### src/rtl/operand_capture_fsm.sv
// Purpose : assembles NUM_OPERANDS operands of NUM_DIGITS digits each from a strobed digit stream.
// Latency : a digit is visible in operands 1 cycle after its strobe; ops_valid rises 1 cycle after the final digit.
// Backpress: while ops_valid is high and ops_ready is low the set is held frozen and further digits are ignored.
//
// Ports:
//   clk, rst      clock (rising edge), asynchronous active-high reset
//   digit_in      digit value, sampled only while digit_valid=1
//   digit_valid   one-cycle digit strobe
//   clear_in      synchronous clear of the capture round; beats digits and the handshake
//   ops_ready     downstream accepts the operand set
//   operands      operand k at [(k+1)*OW-1 : k*OW]
//   ops_valid     operand set complete and stable
//   op_idx        operand currently being filled
//   dig_cnt       digits accepted into the current operand
//   digit_err     one-cycle pulse after a rejected (out of range) digit
//
// Build option: define GRAY_DECODE_EN to treat digit_in as Gray code (decoded before range check).

module operand_capture_fsm #(
  parameter int DIGIT_W      = 4,
  parameter int NUM_DIGITS   = 3,
  parameter int NUM_OPERANDS = 2,
  parameter int MAX_DIGIT    = 9,
  localparam int OW = NUM_DIGITS * DIGIT_W,
  localparam int IW = (NUM_OPERANDS > 1) ? $clog2(NUM_OPERANDS) : 1,
  localparam int CW = $clog2(NUM_DIGITS + 1)
) (
  input  logic                       clk,
  input  logic                       rst,
  input  logic [DIGIT_W-1:0]         digit_in,
  input  logic                       digit_valid,
  input  logic                       clear_in,
  input  logic                       ops_ready,
  output logic [NUM_OPERANDS*OW-1:0] operands,
  output logic                       ops_valid,
  output logic [IW-1:0]              op_idx,
  output logic [CW-1:0]              dig_cnt,
  output logic                       digit_err
);

  typedef enum logic {
    S_CAPTURE = 1'b0,
    S_HOLD    = 1'b1
  } state_t;

  localparam logic [CW-1:0] LAST_DIG = CW'(NUM_DIGITS - 1);
  localparam logic [IW-1:0] LAST_OP  = IW'(NUM_OPERANDS - 1);

  state_t                             state_q, state_d;
  logic [NUM_OPERANDS-1:0][OW-1:0]    ops_q, ops_d;
  logic [IW-1:0]                      idx_q, idx_d;
  logic [CW-1:0]                      cnt_q, cnt_d;
  logic                               err_q, err_d;

  logic [DIGIT_W-1:0]                 dec;
  logic                               legal;

  // Digit decode ahead of the range check.
  always_comb begin
    dec = '0;
`ifdef GRAY_DECODE_EN
    // Binary bit i is the XOR of all Gray bits at or above i.
    for (int i = 0; i < DIGIT_W; i++) begin
      dec[i] = ^(digit_in >> i);
    end
`else
    dec = digit_in;
`endif
  end

  // Compare in 32 bits so a MAX_DIGIT at or above 2**DIGIT_W simply accepts everything.
  assign legal = (32'(dec) <= 32'(MAX_DIGIT));

  always_ff @(posedge clk or posedge rst) begin
    if (rst) begin
      state_q <= S_CAPTURE;
      ops_q   <= '0;
      idx_q   <= '0;
      cnt_q   <= '0;
      err_q   <= 1'b0;
    end else begin
      state_q <= state_d;
      ops_q   <= ops_d;
      idx_q   <= idx_d;
      cnt_q   <= cnt_d;
      err_q   <= err_d;
    end
  end

  always_comb begin
    state_d = state_q;
    ops_d   = ops_q;
    idx_d   = idx_q;
    cnt_d   = cnt_q;
    err_d   = 1'b0;

    if (clear_in) begin
      // Clear wins over a concurrent digit (dropped silently) and a concurrent handshake.
      state_d = S_CAPTURE;
      ops_d   = '0;
      idx_d   = '0;
      cnt_d   = '0;
    end else begin
      case (state_q)
        S_CAPTURE: begin
          if (digit_valid) begin
            if (legal) begin
              // Most significant digit arrives first, so shift left and append.
              ops_d[idx_q] = (ops_q[idx_q] << DIGIT_W) | OW'(dec);
              if (cnt_q == LAST_DIG) begin
                cnt_d = '0;
                if (idx_q == LAST_OP) begin
                  idx_d   = '0;
                  state_d = S_HOLD;
                end else begin
                  idx_d = idx_q + IW'(1);
                end
              end else begin
                cnt_d = cnt_q + CW'(1);
              end
            end else begin
              err_d = 1'b1;
            end
          end
        end
        S_HOLD: begin
          if (ops_ready) begin
            state_d = S_CAPTURE;
          end
        end
        default: state_d = S_CAPTURE;
      endcase
    end
  end

  assign operands  = ops_q;
  assign ops_valid = (state_q == S_HOLD);
  assign op_idx    = idx_q;
  assign dig_cnt   = cnt_q;
  assign digit_err = err_q;

endmodule
### config.mk
export PLATFORM = sky130hd
export DESIGN_NAME = operand_capture_fsm
export DESIGN_NICKNAME = d
export VERILOG_FILES = /design/src/rtl/operand_capture_fsm.sv
export SDC_FILE = /design/constraint.sdc
export NUM_CORES = 1
export LEC_CHECK = 0
export BUFFER_PORTS_ARGS = -buffer_cell sky130_fd_sc_hd__clkbuf_2
export CORE_MARGIN = 2
export CORE_UTILIZATION = 35
export CTS_CLUSTER_SIZE = 24
export DETAILED_ROUTE_END_ITERATION = 7
export GPL_TIMING_DRIVEN = 1
export PLACE_DENSITY = 0.55
export SLEW_MARGIN = 20
export SYNTH_ARGS = -nofsm -noshare
export SYNTH_HDL_FRONTEND = slang
export SYNTH_SLANG_ARGS = --single-unit
export TNS_END_PERCENT = 50
### constraint.sdc
create_clock -name clk -period 3.1 [get_ports clk]
set_clock_uncertainty 0.15 [all_clocks]
set_input_delay 0.62 -clock clk [delete_from_list [all_inputs] [get_ports clk]]
set_output_delay 0.62 -clock clk [all_outputs]
set_load 0.01 [all_outputs]
==> flow_summary.toml, run 1 <==
[sta]
setup_viol = 0
timing.max_slew.rel_slack_pct = 65.5
min_period_ns = 1.72
report.final.hold_viol_count = 0
fin_crit_sh_pct = 55.6
fin_setup_tns_ns = 0
fin_ws_ns = 1.38
tightestPinTransition_ns = 0.516
rsz_0062_raised_after_global_routing = "false"
slew_violations = 0
clock.fmax_mhz = 580

[cts]
clock_h_tree_levels = 2
cts_hold_buffers = 0
clk_root_buffer_cell = "clkbuf_8"
cts-buffers-inserted = 5
cts_tree = "done"
clk-insertion-delay-late_ns = 0.27
tritoncts_sink_count = 29
cts.repair.resized = 0
clk_pin_slew_ns = 0.06
total_setup_buffers_inserted_after_cts = 0
cts_max_path_buffers = 2

[worst_setup_path]
cp.arrival_ns = 0.95
sequence_of_cells_on_the_critical_path = "clkbuf_2"
critical_path.max_stage_delay_ns = 0.49
crit_path_end_kind = "primary output"
setup.reg_to_reg.worst_slack_ns = 1.47
worst_path_top_cell_family_by_delay = "flip-flops"
critical_path_required_ns = 2.33
setup.worst_path.start_class = "register"
worst_r2r_startpoint = "ops_valid$_DFF_PP0_"
crit_slowest_cell = "dfrtp_1"
cp_num_buf_inv = 1
path_class = "reg2out"
critical_path_peak_fanout = 7
reg_to_reg_critical_path_endpoint = "op_idx$_DFFE_PP0P_"
reg2regPathDepth = 3

[route]
avgRoutedWirePerCell_um = 12.7
routed_via_density = 4.56
drt_drc_violations_left = 0
routed-via-count = 894
antenna_left = 0
drt_wl_total_um = 2490
detail_route.first_pass.iterations = 4
drt_iter0_drc = 15

[placement]
detailedPlacementHpwl_um = 1760
place_worst_setup_slack_ns = 1.15
dp.cells = 189
routabilityCongestion = 0.803
port_buffers = 37

[worst_hold_path]
hold_wc_path_type = "in2async"

[global_routing]
grt_antenna_before_repair = 0
global_route_wire_length_before_repair_um = 4170
grtUsageTotal_pct = 13.2
maximum_number_of_pins_on_one_net_before_global_route_repair = 35
globalRouteOverflowTotal = 0
first_global_vias = 885

[synth]
mappedNetlistNets = 117
synth_area_mm2 = 0.00134
synth_top_cell_area_share_pct = 54.3
synthDominantAreaCellType = "dfrtp_1"
synth-seq-cells = 29
synth_top_cells_by_area = "dfrtp_1, mux2i_1, nand2b_1"
postSynthCellCount = 108
syn_area_per_cell_um2 = 12.4
synth.yosys.warnings = 0
synthDistinctLibCells = 24
synth_seq_area_share_pct = 54.3

[finish]
syn_to_final_growth_pct = 23.3
multi_input_area_um2 = 581
layout.area.seq_um2 = 726
drive_above_1_share_pct = 33.1
final_core_utilization_pct = 45.0
antenna-diode-count = 0
nFillCells = 350
nets = 157
finished_layout_cells = 196

[floorplanning]
floorplan.core_area_mm2 = 0.00366
fp.dieArea_mm2 = 0.00433
dieWidth_um = 65.8
fp-row-count = 22
fp.dieH_um = 65.8
pin_count = 38
initial_core_util_pct = 36.5

[power]
vdd_ir_drop_max_mv = 0.242
power_density_mw_per_mm2 = 460
cellLeakagePower_nw = 0.869

[job]
timing.max_cap.violations = 0

[outcome]
status = "completed"
-- layout by cell type (no fill, tap or decap), drive strengths merged --
cell type,count
nand2b,28
nor3b,1
nor2b,2
or4,1
or2b,1
o21a,1
dfrtp,29
a21o,1
mux2i,24
nor3,2
o21ai,3
or3,1
nand3,1
nor2,1
and3,1
inv,1
a21oi,2
buf,1
nor4b,1
clkbuf,44
nand4b,1
mux2,1
-- how the worst max path moves through the flow --
stage / start / cells past startpoint / slack (ns) / to
6_report: op_idx$_DFFE_PP0P_ / 1 / 1.38 / op_idx
5_1_grt: digit_in[2] / 4 / 1.31 / operands[19]$_DFFE_PP0P_
4_1_cts: op_idx$_DFFE_PP0P_ / 1 / 1.36 / op_idx
3_5_place_dp: digit_in[1] / 4 / 1.15 / op_idx$_DFFE_PP0P_
3_3_place_gp: digit_in[2] / 4 / 1.18 / operands[6]$_DFFE_PP0P_
2_1_floorplan: digit_in[1] / 3 / 1.35 / op_idx$_DFFE_PP0P_
-- state kept, by name, indices dropped and copies added, names as in the netlist --
signal,count
operands,24
dig_cnt,2
op_idx,1
ops_valid,1
digit_err,1
-- worst min-delay path, stage by stage --
cell and delay, ns:
clkbuf_2 0.08, inv_1 0.04, buf_4 0.33
-- through the flow --
step	instance area [µm²]	hold slack [ns]	power [W]
after floorplan	1340	0.417	0.000441
after global routing	1650	0.281	0.000801
after detailed placement	1560	0.390	0.000463
after global placement	1560	0.379	0.000463
final	1650	0.239	0.000759
after CTS	1650	0.244	0.000771
-- report_power, final --
| part | leakage (nW) | internal, W | total, W | switching [W] |
|---|---|---|---|---|
| registers | 0.402 | 0.000386 | 0.000391 | 0.00000517 |
| logic | 0.423 | 0.0000272 | 0.0000641 | 0.0000369 |
| clock network | 0.0443 | 0.000176 | 0.000304 | 0.000129 |
-- layer usage --
metal	vias to the layer above	wire, µm	track usage, %
li1	442	-	-
met1	414	1180	17.9
met2	32	1080	18.9
met3	6	176	4.43
met4	0	48	6.25
met5	-	0	0
-- cell usage after synthesis --
cell and n:
nand2b_1 28, a21oi_1 2, nor2b_1 2, o21a_4 1, or4_1 1, buf_6 1
dfrtp_1 29, nor3_4 1, or2b_1 1, nor4b_2 1, nand4b_1 1, mux2i_1 24
clkbuf_1 3, nor3b_1 1, nor3_1 1, o21ai_0 3, mux2_2 1, or3_1 1
clkbuf_2 1, inv_1 1, and3_1 1, a21o_1 1, nand3_2 1, nor2_1 1
-- cells by family after synthesis --
family                 share of synthesized area (%)
AND/OR/NAND/NOR                                 21.0
flip-flops                                      54.3
multiplexers                                    18.8
AO/OA/AOI/OAI                                   3.55
buffers and inverters                           2.34
-- layout make-up --
type | count | area share [%]
timing repair buffer | 38 | 11.7
clock buffer | 7 | 5.24
sequential | 29 | 44.0
inverter | 1 | 0.228
multi-input combinational | 73 | 35.2
tap | 48 | 3.64
Note: power is estimated with default switching activity, not from simulation.
==> inputs of run 2 (changes only) <==
==> constraint.sdc (replaced) <==
create_clock -name clk -period 1.6 [get_ports clk]
set_clock_uncertainty 0.15 [all_clocks]
set_input_delay 0.32 -clock clk [delete_from_list [all_inputs] [get_ports clk]]
set_output_delay 0.32 -clock clk [all_outputs]
set_load 0.01 [all_outputs]
==> run 2 against run 1 <==
Final area grew 3.6%. Clock power is 93% higher. Highest routed layer unchanged. Via count up 3.6%. Core utilization up 1.6 points.
==> flow_summary.toml, run 2 (same netlist as run 1, synthesis figures left out) <==
[outcome]
status = "completed"

[finish]
syn_to_final_growth_pct = 27.8
antenna-diode-count = 0
drive_above_1_share_pct = 35.3
layout.cells.most_common = "clkbuf_2"
layout.cell_area.non_filler_mm2 = 0.00171
largest_register_ffs = 24
nets = 162
layout_common_cells = "clkbuf_2, dfrtp_1, nand2b_1"
finished_layout_cells = 201

[global_routing]
maximum_number_of_pins_on_one_net_before_global_route_repair = 34
grt.busiest_layer = "met2"
grt.met2_usage_pct = 21.5
grt_antenna_before_repair = 0
first_global_vias = 919
grtUsageTotal_pct = 13.9
globalRouteOverflowTotal = 0
groute.layer.met3.usage_pct = 6.81
grt_met1_use_pct = 16.8
global_route_wire_length_before_repair_um = 4340

[worst_setup_path]
crit_path_end_kind = "register"
path_class = "reg2reg"
reg2regPathDepth = 3
cp.arrival_ns = 1.48
beginning_of_the_critical_path = "ops_valid$_DFF_PP0_"
critical_path_required_ns = 1.61
critical_path_peak_fanout = 4
setup.reg_to_reg.worst_slack_ns = 0.13
setup.worst_path.start_class = "register"
worst_r2r_startpoint = "ops_valid$_DFF_PP0_"
reg_to_reg_critical_path_endpoint = "op_idx$_DFFE_PP0P_"

[route]
avgRoutedWirePerCell_um = 12.8
drt_wl_total_um = 2580
drt_drc_violations_left = 0
antenna_left = 0
drt_iter0_drc = 30
routed-via-count = 926
detail_route.first_pass.iterations = 3
routed_via_density = 4.61

[sta]
clock.fmax_mhz = 680
timing.max_slew.rel_slack_pct = 66.9
rsz_0062_raised_after_global_routing = "false"
slew_violations = 0
setup_viol = 0
fin_crit_sh_pct = 91.9
min_period_ns = 1.47
report.final.hold_viol_count = 0
tightestPinTransition_ns = 0.496

[floorplanning]
dieWidth_um = 65.8
fp-row-count = 22
floorplan.core_area_mm2 = 0.00366
pin_count = 38
initial_core_util_pct = 36.5
fp.dieH_um = 65.8
fp.dieArea_mm2 = 0.00433

[placement]
placedInstanceArea_mm2 = 0.00161
dp.cells = 193
port_buffers = 37
detailedPlacementHpwl_um = 1840
routabilityCongestion = 0.835

[cts]
tritoncts_sink_count = 29
cts_tree = "done"
clk_pin_slew_ns = 0.06
cts_max_path_buffers = 2
clk-insertion-delay-late_ns = 0.28
clock_h_tree_levels = 2
total_setup_buffers_inserted_after_cts = 0
clk_root_buffer_cell = "clkbuf_8"
cts-buffers-inserted = 5

[power]
combinationalPowerShare_pct = 9.5
net_switching_w = 0.000332
switching_share_of_total_power_pct = 22.4
vdd_ir_drop_max_mv = 0.362
seqPwrFrac_pct = 51.0
power_density_mw_per_mm2 = 869
cellLeakagePower_nw = 0.897
power.share.clock_pct = 39.5
intPower_w = 0.00115
design_power_total_w = 0.00149

[worst_hold_path]
hold_path_end = "ops_valid$_DFF_PP0_"
hold_wc_path_type = "in2reg"
whs_path_depth = 3
worstHoldStart = "ops_ready"

[job]
timing.max_cap.violations = 0
-- run 2: per-stage QoR --
step | TNS, ns | setup WS, ns | utilization, % | hold WS, ns
finish | 0 | 0.130 | 46.7 | 0.191
global route | 0 | 0.0677 | 46.7 | 0.202
CTS | 0 | 0.0737 | 46.5 | 0.194
detailed placement | -0.0260 | -0.0260 | 43.8 | 0.244
global placement | 0 | 0.00913 | 43.8 | 0.241
floorplan | 0 | 0.0379 | - | 0.248
-- run 2: layout make-up --
class                           instances  area [µm²]
Multi-Input combinational cell         73         588
Clock buffer                            7        86.3
Inverter                                1        3.75
Timing Repair Buffer                   43         245
Sequential cell                        29         726
Tap cell                               48        60.1
Fill cell                             354        1950
-- run 2: what timing repair did --
| item | 4_1_cts | 5_1_grt |
|---|---|---|
| resized for setup | 0 | 1 |
| endpoints found under the hold margin | 29 | 0 |
| endpoints found under the setup margin | 0 | 3 |
| hold buffers | 1 | 0 |
-- run 2: worst max path at each step --
stage                               endpoint  slack, ns  cells after the start
after detailed placement  op_idx$_DFFE_PP0P_      -0.03                      4
after global routing      op_idx$_DFFE_PP0P_       0.07                      3
after floorplan           op_idx$_DFFE_PP0P_       0.04                      3
after global placement    op_idx$_DFFE_PP0P_      0.009                      4
final                     op_idx$_DFFE_PP0P_       0.13                      3
after CTS                 op_idx$_DFFE_PP0P_       0.07                      3
-- run 2: worst max-delay path: stages (launching register included) --
cell,delay [ns]
dfrtp_1,0.40
nand2b_4,0.16
nor4b_2,0.28
mux2_2,0.37
-- run 2: metal layers --
layer,wire length (µm),vias to the layer above
met5,0,-
met4,38,0
met3,192,5
met2,1200,27
met1,1140,434
li1,-,460
-- run 2: power groups by stage --
stage / logic [W] / registers [W] / clock network, W
6_report: 0.000141 / 0.000758 / 0.000586
5_1_grt: 0.000157 / 0.000759 / 0.000652
4_1_cts: 0.000143 / 0.000758 / 0.000608
3_5_place_dp: 0.000141 / 0.000770 / 0
3_3_place_gp: 0.000139 / 0.000770 / 0
2_1_floorplan: 0.0000791 / 0.000776 / 0
